**config.mk**
```make
export PLATFORM = sky130hd
export DESIGN_NAME = support_wb_sequencer
export DESIGN_NICKNAME = d
export VERILOG_FILES = /design/src/rtl/support_wb_sequencer_pkg.sv /design/src/rtl/wb_timeout_counter.sv /design/src/rtl/support_wb_sequencer.sv
export SDC_FILE = /design/constraint.sdc
export NUM_CORES = 1
export LEC_CHECK = 0
export CAP_MARGIN = 40
export CORE_MARGIN = 2
export CORE_UTILIZATION = 38
export CTS_CLUSTER_DIAMETER = 100
export DETAILED_ROUTE_END_ITERATION = 7
export PLACE_DENSITY = 0.75
export SLEW_MARGIN = 20
export SYNTH_ARGS = -nofsm -noshare
export SYNTH_HDL_FRONTEND = slang
export SYNTH_SLANG_ARGS = --single-unit
export TNS_END_PERCENT = 10
```
**constraint.sdc**
```tcl
create_clock -name clk_i -period 1.6 [get_ports clk_i]
set_clock_uncertainty 0.05 [all_clocks]
set_input_delay 0.4 -clock clk_i [delete_from_list [all_inputs] [get_ports clk_i]]
set_output_delay 0.4 -clock clk_i [all_outputs]
set_load 0.005 [all_outputs]
```
**src/rtl/support_wb_sequencer_pkg.sv**
```systemverilog
// Shared types and constants for the support-CPU Wishbone I/O sequencer:
// state encoding, strobe decode helper and reset values.
package support_io_pkg;

  localparam int STB_DEVICES = 16;

  typedef enum logic [1:0] {
    ST_DISARMED = 2'd0,
    ST_IDLE     = 2'd1,
    ST_STROBE   = 2'd2,
    ST_HOLD     = 2'd3
  } seq_state_t;

  localparam logic [7:0]             RST_DAT = 8'h00;
  localparam logic [7:0]             RST_ADR = 8'h00;
  localparam logic [STB_DEVICES-1:0] RST_STB = {STB_DEVICES{1'b0}};

  // One-hot peripheral select from the port address high nibble.
  function automatic logic [STB_DEVICES-1:0] stb_decode(input logic [3:0] nibble);
    logic [STB_DEVICES-1:0] onehot_s;
    onehot_s         = {STB_DEVICES{1'b0}};
    onehot_s[nibble] = 1'b1;
    return onehot_s;
  endfunction

endpackage

```
**src/rtl/wb_timeout_counter.sv**
```systemverilog
// Strobe-phase watchdog: cleared when a strobe starts, counts strobe cycles,
// saturates, and flags the last permitted strobe cycle.
module wb_timeout_counter #(
  parameter int LIMIT = 255
) (
  input  logic clk_i,
  input  logic rst_i,
  input  logic clr_i,
  input  logic en_i,
  output logic expire_o
);

  localparam int            CW   = $clog2(LIMIT + 1);
  localparam logic [CW-1:0] ZERO = {CW{1'b0}};
  localparam logic [CW-1:0] ONE  = CW'(1);
  localparam logic [CW-1:0] SAT  = {CW{1'b1}};
  localparam logic [CW-1:0] LAST = CW'(LIMIT - 1);

  logic [CW-1:0] count_r;

  // Strobe cycle counter, held at its ceiling instead of wrapping.
  always_ff @(posedge clk_i or posedge rst_i) begin
    if (rst_i) begin
      count_r <= ZERO;
    end else if (clr_i) begin
      count_r <= ZERO;
    end else if (en_i && (count_r != SAT)) begin
      count_r <= count_r + ONE;
    end
  end

  // The counter holds strobe cycles already completed, so LIMIT-1 marks the final one.
  assign expire_o = en_i && (count_r >= LAST);

endmodule

```
**src/rtl/support_wb_sequencer.sv**
```systemverilog
// Sequences support-CPU I/O cycles onto the shared Wishbone peripheral bus.
// Optional strobe timeout is enabled with `define SUPPORT_WB_TIMEOUT_EN.
module support_wb_sequencer
  import support_io_pkg::*;
#(
  parameter int         TIMEOUT_CYCLES = 255,
  parameter logic [7:0] TIMEOUT_DATA   = 8'hFF
) (
  input  logic                   clk_i,
  input  logic                   rst_i,
  input  logic                   iorq_n_i,
  input  logic                   rd_n_i,
  input  logic                   wr_n_i,
  input  logic [7:0]             addr_i,
  input  logic [7:0]             dat_i,
  output logic [7:0]             dat_o,
  output logic                   wait_n_o,
  output logic [7:0]             wb_adr_o,
  output logic [7:0]             wb_dat_o,
  input  logic [7:0]             wb_dat_i,
  output logic                   wb_we_o,
  output logic                   wb_cyc_o,
  output logic [STB_DEVICES-1:0] wb_stb_o,
  input  logic                   wb_ack_i,
  output logic                   timeout_o,
  output logic                   busy_o
);

  seq_state_t             state_r, state_nx_s;
  logic                   req_s, start_s, expire_s, wait_n_s;
  logic [7:0]             adr_r, wdat_r, dat_r;
  logic                   we_r, cyc_r, to_r, busy_r;
  logic [STB_DEVICES-1:0] stb_r;

  // An IORQ without RD or WR is an interrupt acknowledge, not a bus request.
  assign req_s   = !iorq_n_i && (!rd_n_i || !wr_n_i);
  assign start_s = (state_r == ST_IDLE) && req_s;

`ifdef SUPPORT_WB_TIMEOUT_EN
  wb_timeout_counter #(
    .LIMIT(TIMEOUT_CYCLES)
  ) u_timeout (
    .clk_i   (clk_i),
    .rst_i   (rst_i),
    .clr_i   (start_s),
    .en_i    (state_r == ST_STROBE),
    .expire_o(expire_s)
  );
`else
  // Constant false for every legal TIMEOUT_CYCLES; STROBE waits for ack forever.
  assign expire_s = (TIMEOUT_CYCLES < 0);
`endif

  // Next-state decode for the I/O cycle sequencer.
  always_comb begin
    state_nx_s = state_r;
    case (state_r)
      ST_DISARMED: if (iorq_n_i) state_nx_s = ST_IDLE;   else state_nx_s = ST_DISARMED;
      ST_IDLE:     if (req_s)    state_nx_s = ST_STROBE; else state_nx_s = ST_IDLE;
      ST_STROBE: begin
        if (wb_ack_i || expire_s) state_nx_s = ST_HOLD;
        else                      state_nx_s = ST_STROBE;
      end
      ST_HOLD:     if (iorq_n_i) state_nx_s = ST_IDLE;   else state_nx_s = ST_HOLD;
      default:     state_nx_s = ST_DISARMED;
    endcase
  end

  // CPU wait: stalls from the first cycle a request is visible until the strobe ends.
  always_comb begin
    wait_n_s = 1'b1;
    case (state_r)
      ST_STROBE: wait_n_s = 1'b0;
      ST_IDLE:   if (req_s) wait_n_s = 1'b0; else wait_n_s = 1'b1;
      default:   wait_n_s = 1'b1;
    endcase
  end

  // State register; reset lands in DISARMED so an in-flight CPU cycle is never issued.
  always_ff @(posedge clk_i or posedge rst_i) begin
    if (rst_i) begin
      state_r <= ST_DISARMED;
    end else begin
      state_r <= state_nx_s;
    end
  end

  // Registered bus outputs, latched request fields and CPU read data.
  always_ff @(posedge clk_i or posedge rst_i) begin
    if (rst_i) begin
      adr_r  <= RST_ADR;
      wdat_r <= RST_DAT;
      dat_r  <= RST_DAT;
      we_r   <= 1'b0;
      cyc_r  <= 1'b0;
      stb_r  <= RST_STB;
      to_r   <= 1'b0;
      busy_r <= 1'b1;
    end else begin
      busy_r <= (state_nx_s != ST_IDLE);
      cyc_r  <= (state_nx_s == ST_STROBE);
      to_r   <= (state_r == ST_STROBE) && expire_s && !wb_ack_i;
      if (start_s) begin
        adr_r  <= addr_i;
        wdat_r <= dat_i;
        we_r   <= !wr_n_i;
        stb_r  <= stb_decode(addr_i[7:4]);
      end else if (state_nx_s != ST_STROBE) begin
        stb_r  <= RST_STB;
      end
      // Ack takes priority over a coincident timeout.
      if ((state_r == ST_STROBE) && !we_r) begin
        if (wb_ack_i) begin
          dat_r <= wb_dat_i;
        end else if (expire_s) begin
          dat_r <= TIMEOUT_DATA;
        end
      end
    end
  end

  assign dat_o     = dat_r;
  assign wait_n_o  = wait_n_s;
  assign wb_adr_o  = adr_r;
  assign wb_dat_o  = wdat_r;
  assign wb_we_o   = we_r;
  assign wb_cyc_o  = cyc_r;
  assign wb_stb_o  = stb_r;
  assign timeout_o = to_r;
  assign busy_o    = busy_r;

endmodule
```
==> impl_metrics.yaml, run 1 <==
yosys:
  mappedNetlistArea_sq_mm: 0.00181
  synthMuxAreaShare_pct: 17.4
  syn_nets: 148
  yosys_warnings: 0
  synth_seq_cells: 45
  synth_area_per_cell_sq_um: 15.3
  synth_top_family_by_area: "multiplexers"
  ys_types: 28
  synth_xor_area_share_pct: 0
  synth_cells: 118
  synth_compound_area_share_pct: 9.34
  synthSimpleGateAreaFrac_pct: 7.89
  yosys.area_share.adder_pct: 0
  yosysSeqAreaShare_pct: 62.4
layout:
  num_antenna_cells: 0
  syn2layout_area_growth_pct: 57.4
  fill_cells: 368
  nets: 246
  regArea_sq_mm: 0.00113
  final_area_sq_mm: 0.00285
  final_util_pct: 61.0
  drive_gt1_share_pct: 27.6
  multi_input_area_sq_um: 654
  fin_cells: 271
grt:
  antenna_found_initial: 0
  grt_pass1_wl_um: 7160
  grt_pass1_vias: 1459
  grt_use_total_pct: 18.1
  grt-ovfl-total: 0
  grt_max_degree: 46
critical_path:
  r2r_start: "state_r[1]"
  r2r_setup_slack_ps: -30
  arrival_ps: 1270
  cp_slowest_stage_delay_ps: 300
  start_kind: "input port"
  r2r-end: "wb_adr_o[5]"
  cp-startpoint: "iorq_n_i"
  worstSetupEndpointType: "primary output"
  critPathSlowestCell: "dlygate4sd2_1"
  cp.required_ps: 1150
  worstSetupPathType: "input port to primary output"
  critPathMaxFanout: 4
  r2r_cells: 6
  crit_chain: "dlygate4sd2_1 > nor3b_4 > nand2_1 > and2_1 > buf_2"
sta:
  clock.fmax_ghz: 0.581
  rsz0062_at_grt: "yes"
  maxSlewViolCount: 0
  hold_viol: 0
  hold_ws_ps: 380
  worst_slack_ps: -121
  post-route-period-util_pct: 108
  fin_crit_ps: 1720
  setup_viol: 16
drt:
  drt-initial-drc-count: 46
  via_count: 1356
  routed_wirelength_um: 4470
  drcViolationCount: 0
  ant_nets: 0
  routed_via_density: 5.00
  routedWlPerCell_um: 16.5
  first_pass_iters: 4
power_and_ir_drop:
  p_leak_nw: 1.41
  power.switching_mw: 1.09
  power_frac_seq_pct: 42.7
  combPwrFrac_pct: 39.5
  clkPwrFrac_pct: 17.8
  p_int_mw: 2.91
  switching_share_pct: 27.3
  powerDensity_mw_per_mm2: 1410
  ir_worst_vdd_mv: 0.524
min_path:
  hold_path_class: "input port to register"
  hp-start: "wr_n_i"
  worstHoldPathCells: 2
  hold_end: "wb_we_o"
clock_tree:
  insertion_delay_ps: 300
  clockRootBuffer: "clkbuf_8"
  clockBufferDepth: 2
  clk_transition_reported_paths_ps: 70
  cts_inserted_buffers: 5
  cts_hold_buf: 0
  cts_tree: "yes"
  cts_sinks: 45
  cts.htree.levels: 2
floorplanning:
  die_w_um: 73.0
  ios: 75
  core_area_sq_mm: 0.00466
  initial_core_util_pct: 38.8
  die_h_um: 73.0
  placementRows: 25
  die_area_sq_mm: 0.00533
place:
  gp_congestion: 0.884
  place_area_sq_mm: 0.00273
  placedCellCount: 260
  hpwl_um: 3170
  numPortBuffers: 73
  dpl_worst_slack_ps: -656
flow_run:
  max-cap-violations: 0
outcome:
  outcome: "finished, violations left"
  violations: "setup timing"
## cell type report
type | instances | area share, %
Clock buffer | 8 | 3.17
Sequential cell | 45 | 39.6
Multi-Input combinational cell | 67 | 23.0
Timing Repair Buffer | 95 | 31.6
Inverter | 2 | 0.264
Tap cell | 54 | 2.37
## registers in the layout, indices dropped and copies added (netlist names)
signal / count
wb_cyc_o: 1
wb_we_o: 1
wb_dat_o: 8
wb_adr_o: 8
wb_stb_o: 16
busy_o: 1
state_r: 2
dat_o: 8
## repair_timing
item	in CTS	in global routing
endpoints found under the setup margin	63	27
pin swaps	5	0
buffers inserted	1	2
gates cloned	1	0
gates resized for setup	49	10
## logic make-up after synthesis
group	count (synthesis)
buffers and inverters	6
and+or+nand+nor	20
other	1
AOI/OAI and AO/OA	21
muxes	25
DFF	45
## routing by layer
layer	share of wire, %	global-route usage (%)	vias up
li1	-	-	622
met1	42	22.6	670
met2	50	30.8	57
met3	5.8	3.87	7
met4	1.5	6.79	0
met5	0	0	-
## cell usage in the layout, fill, tap and decap left out, types with 2 or more instances in the layout
cell and count:
clkbuf_8 6, nor2_1 3, nand4b_1 2, buf_12 2, mux2_2 9, buf_6 2, dlygate4sd2_1 42, nand2b_1 2
o2bb2ai_1 15, clkbuf_1 2, dlymetal6s2s_1 3, mux2_4 15, a21oi_1 3, dfrtp_1 44, buf_4 17, clkdlybuf4s50_1 27
nor3b_4 2, nand2_1 3
## Yosys cell counts
cell type | count | share of area, %
nand3_1 | 1 | 0.28
and2_1 | 2 | 0.69
dfrtp_1 | 44 | 61
inv_1 | 2 | 0.42
a21oi_1 | 3 | 0.83
nor2_1 | 3 | 0.62
nor3b_1 | 1 | 0.42
nand4b_1 | 2 | 0.97
mux2_2 | 15 | 9.3
buf_12 | 1 | 1.1
dfstp_2 | 1 | 1.5
buf_2 | 1 | 0.28
nand2_1 | 3 | 0.62
nor3b_4 | 2 | 2.1
conb_1 | 1 | 0.21
or2_2 | 1 | 0.35
a211oi_1 | 1 | 0.42
mux2i_1 | 1 | 0.55
nand2b_2 | 1 | 0.48
mux2_4 | 9 | 7.5
o21ai_0 | 1 | 0.28
nand4_1 | 1 | 0.35
nand2b_1 | 2 | 0.69
nor2b_1 | 1 | 0.35
buf_4 | 1 | 0.42
buf_6 | 1 | 0.62
o2bb2ai_1 | 15 | 7.3
a2bb2o_1 | 1 | 0.55
## metrics by stage
step                      TNS (ps)  power [mW]
final                         -564        4.00
after global routing         -1850        4.25
after CTS                     -699        3.99
after detailed placement    -13770        3.44
after global placement      -11470        3.36
after floorplan                  0        2.40
## critical path, delay by kind of cell
kind	cells	cell delay, ps
and+or+nand+nor	3	440
buffers and inverters	2	420
## power groups by stage
stage	Clock, mW	Sequential [mW]	Combinational, mW
after floorplan	0	1.76	0.641
after global placement	0	1.71	1.65
after detailed placement	0	1.74	1.70
after CTS	0.735	1.71	1.55
after global routing	0.773	1.76	1.71
final	0.713	1.71	1.58
## worst max-delay path by stage
stage / endpoint / slack, ps / cells after the start
6_report: wait_n_o / -120 / 5
3_3_place_gp: wait_n_o / -610 / 5
2_1_floorplan: wb_adr_o[0] / 5 / 5
3_5_place_dp: wait_n_o / -660 / 5
5_1_grt: wait_n_o / -180 / 4
4_1_cts: wait_n_o / -110 / 4
Power figures use the tool's default switching activity.
==> run 2, diff against run 1 <==
- GPL_TIMING_DRIVEN: default -> 0
==> impl_metrics.yaml, run 2 (same netlist as run 1, synthesis figures left out) <==
outcome:
  outcome: "finished, violations left"
  violations: "setup timing"
floorplanning:
  die_w_um: 73.0
  die_h_um: 73.0
  core_area_sq_mm: 0.00466
  ios: 75
  placementRows: 25
  initial_core_util_pct: 38.8
  die_area_sq_mm: 0.00533
sta:
  worst_slack_ps: -182
  hold_viol: 0
  maxSlewViolCount: 0
  clock.fmax_ghz: 0.561
  rsz0062_at_grt: "yes"
  post-route-period-util_pct: 111
  fin_crit_ps: 1780
  setup_viol: 24
grt:
  grt-ovfl-total: 0
  grt_max_degree: 35
  grt_pass1_wl_um: 7040
  grt_use_total_pct: 17.3
  antenna_found_initial: 0
  grt_pass1_vias: 1438
clock_tree:
  clockRootBuffer: "clkbuf_8"
  cts_tree: "yes"
  cts_sinks: 45
  clk_transition_reported_paths_ps: 80
  cts_inserted_buffers: 5
  clockBufferDepth: 2
  insertion_delay_ps: 290
  cts.htree.levels: 2
layout:
  largest_reg_flops: 16
  final_util_pct: 60.7
  layout_commonest_cell: "dfrtp_1"
  num_antenna_cells: 0
  syn2layout_area_growth_pct: 56.4
  nets: 239
  drive_gt1_share_pct: 27.1
  final_cell_mix: "43 x dfrtp_1, 40 x dlygate4sd2_1, 26 x clkdlybuf4s50_1"
drt:
  routed_wirelength_um: 4310
  via_count: 1346
  ant_nets: 0
  routedWlPerCell_um: 16.3
  drcViolationCount: 0
  first_pass_iters: 4
  routed_via_density: 5.10
  drt-initial-drc-count: 76
place:
  hpwl_um: 3040
  gp_congestion: 0.813
  dpl_worst_slack_ps: -849
  numPortBuffers: 73
critical_path:
  worstSetupPathType: "input port to primary output"
  r2r_start: "state_r[0]"
  r2r_setup_slack_ps: -50
  cp_slowest_stage_delay_ps: 290
  crit_chain: "dlygate4sd2_1 > nor3b_4 > buf_4 > nand2_4 > and2_1 > buf_2"
  start_kind: "input port"
  path_buf_inv: 3
  r2r_cells: 4
  crit_family: "buffers and inverters"
  critPathMaxFanout: 4
  arrival_ps: 1330
  worstSetupEndpointType: "primary output"
  critPathSlowestCell: "dlygate4sd2_1"
  r2r-end: "dat_o[6]"
  cp.required_ps: 1150
flow_run:
  max-cap-violations: 0
power_and_ir_drop:
  powerDensity_mw_per_mm2: 1420
  p_leak_nw: 1.42
  ir_worst_vdd_mv: 0.507
min_path:
  hold_path_class: "input port to async pin"
[run 2: repair_timing]
item / CTS / global route
pin swaps: 4 / 0
hold buffers: 0 / 0
gates cloned: 1 / 0
gates resized for setup: 52 / 16
setup endpoints to repair: 70 / 30
buffers inserted: 9 / 2
endpoints found under the hold margin: 0 / 0
[run 2: power by group]
part | switching [mW] | internal (mW) | leakage, nW
clock network | 0.351 | 0.352 | 0.0455
logic | 0.549 | 1.06 | 0.807
registers | 0.190 | 1.51 | 0.566
[run 2: worst max-delay path by stage]
stage	startpoint	to	slack, ps	depth (start not counted)
detailed placement	iorq_n_i	wait_n_o	-850	5
global route	iorq_n_i	wait_n_o	-230	6
CTS	state_r[1]	wait_n_o	-170	5
finish	iorq_n_i	wait_n_o	-180	6
floorplan	state_r[1]	wb_adr_o[0]	5	5
global placement	iorq_n_i	wait_n_o	-850	5
[run 2: cell type report]
class	instances	area (sq um)
Buffer	3	32.5
Clock buffer	8	90.1
Fill cell	371	1830
Inverter	2	7.51
Multi-Input combinational cell	67	677
Sequential cell	45	1130
Tap cell	54	67.6
Timing Repair Buffer	85	825
[run 2: stage by stage]
step / power (mW) / std cells / TNS (ps) / hold WS [ps] / area (sq um)
3_5_place_dp: 3.33 / 246 / -15460 / 426 / 2630
4_1_cts: 4.01 / 263 / -1220 / 325 / 2780
3_3_place_gp: 3.26 / 245 / -45320 / 426 / 2610
2_1_floorplan: 2.40 / 118 / 0 / 402 / 1810
5_1_grt: 4.27 / 264 / -2260 / 339 / 2830
6_report: 4.02 / 264 / -999 / 328 / 2830
[run 2: metal layers]
layer / GRT usage, % / vias up / wire length, um
met5: 0 / - / 0
met4: 6.17 / 0 / 59
met3: 4.14 / 7 / 320
met2: 29.0 / 63 / 2110
met1: 21.9 / 665 / 1810
li1: - / 611 / -
[run 2: worst register-to-register path: cells and delay by family, from the launching register on]
kind / cells / cell delay, ps
AND/OR/NAND/NOR: 2 / 570
flip-flops: 1 / 390
multiplexers: 1 / 390
buffers and inverters: 1 / 140
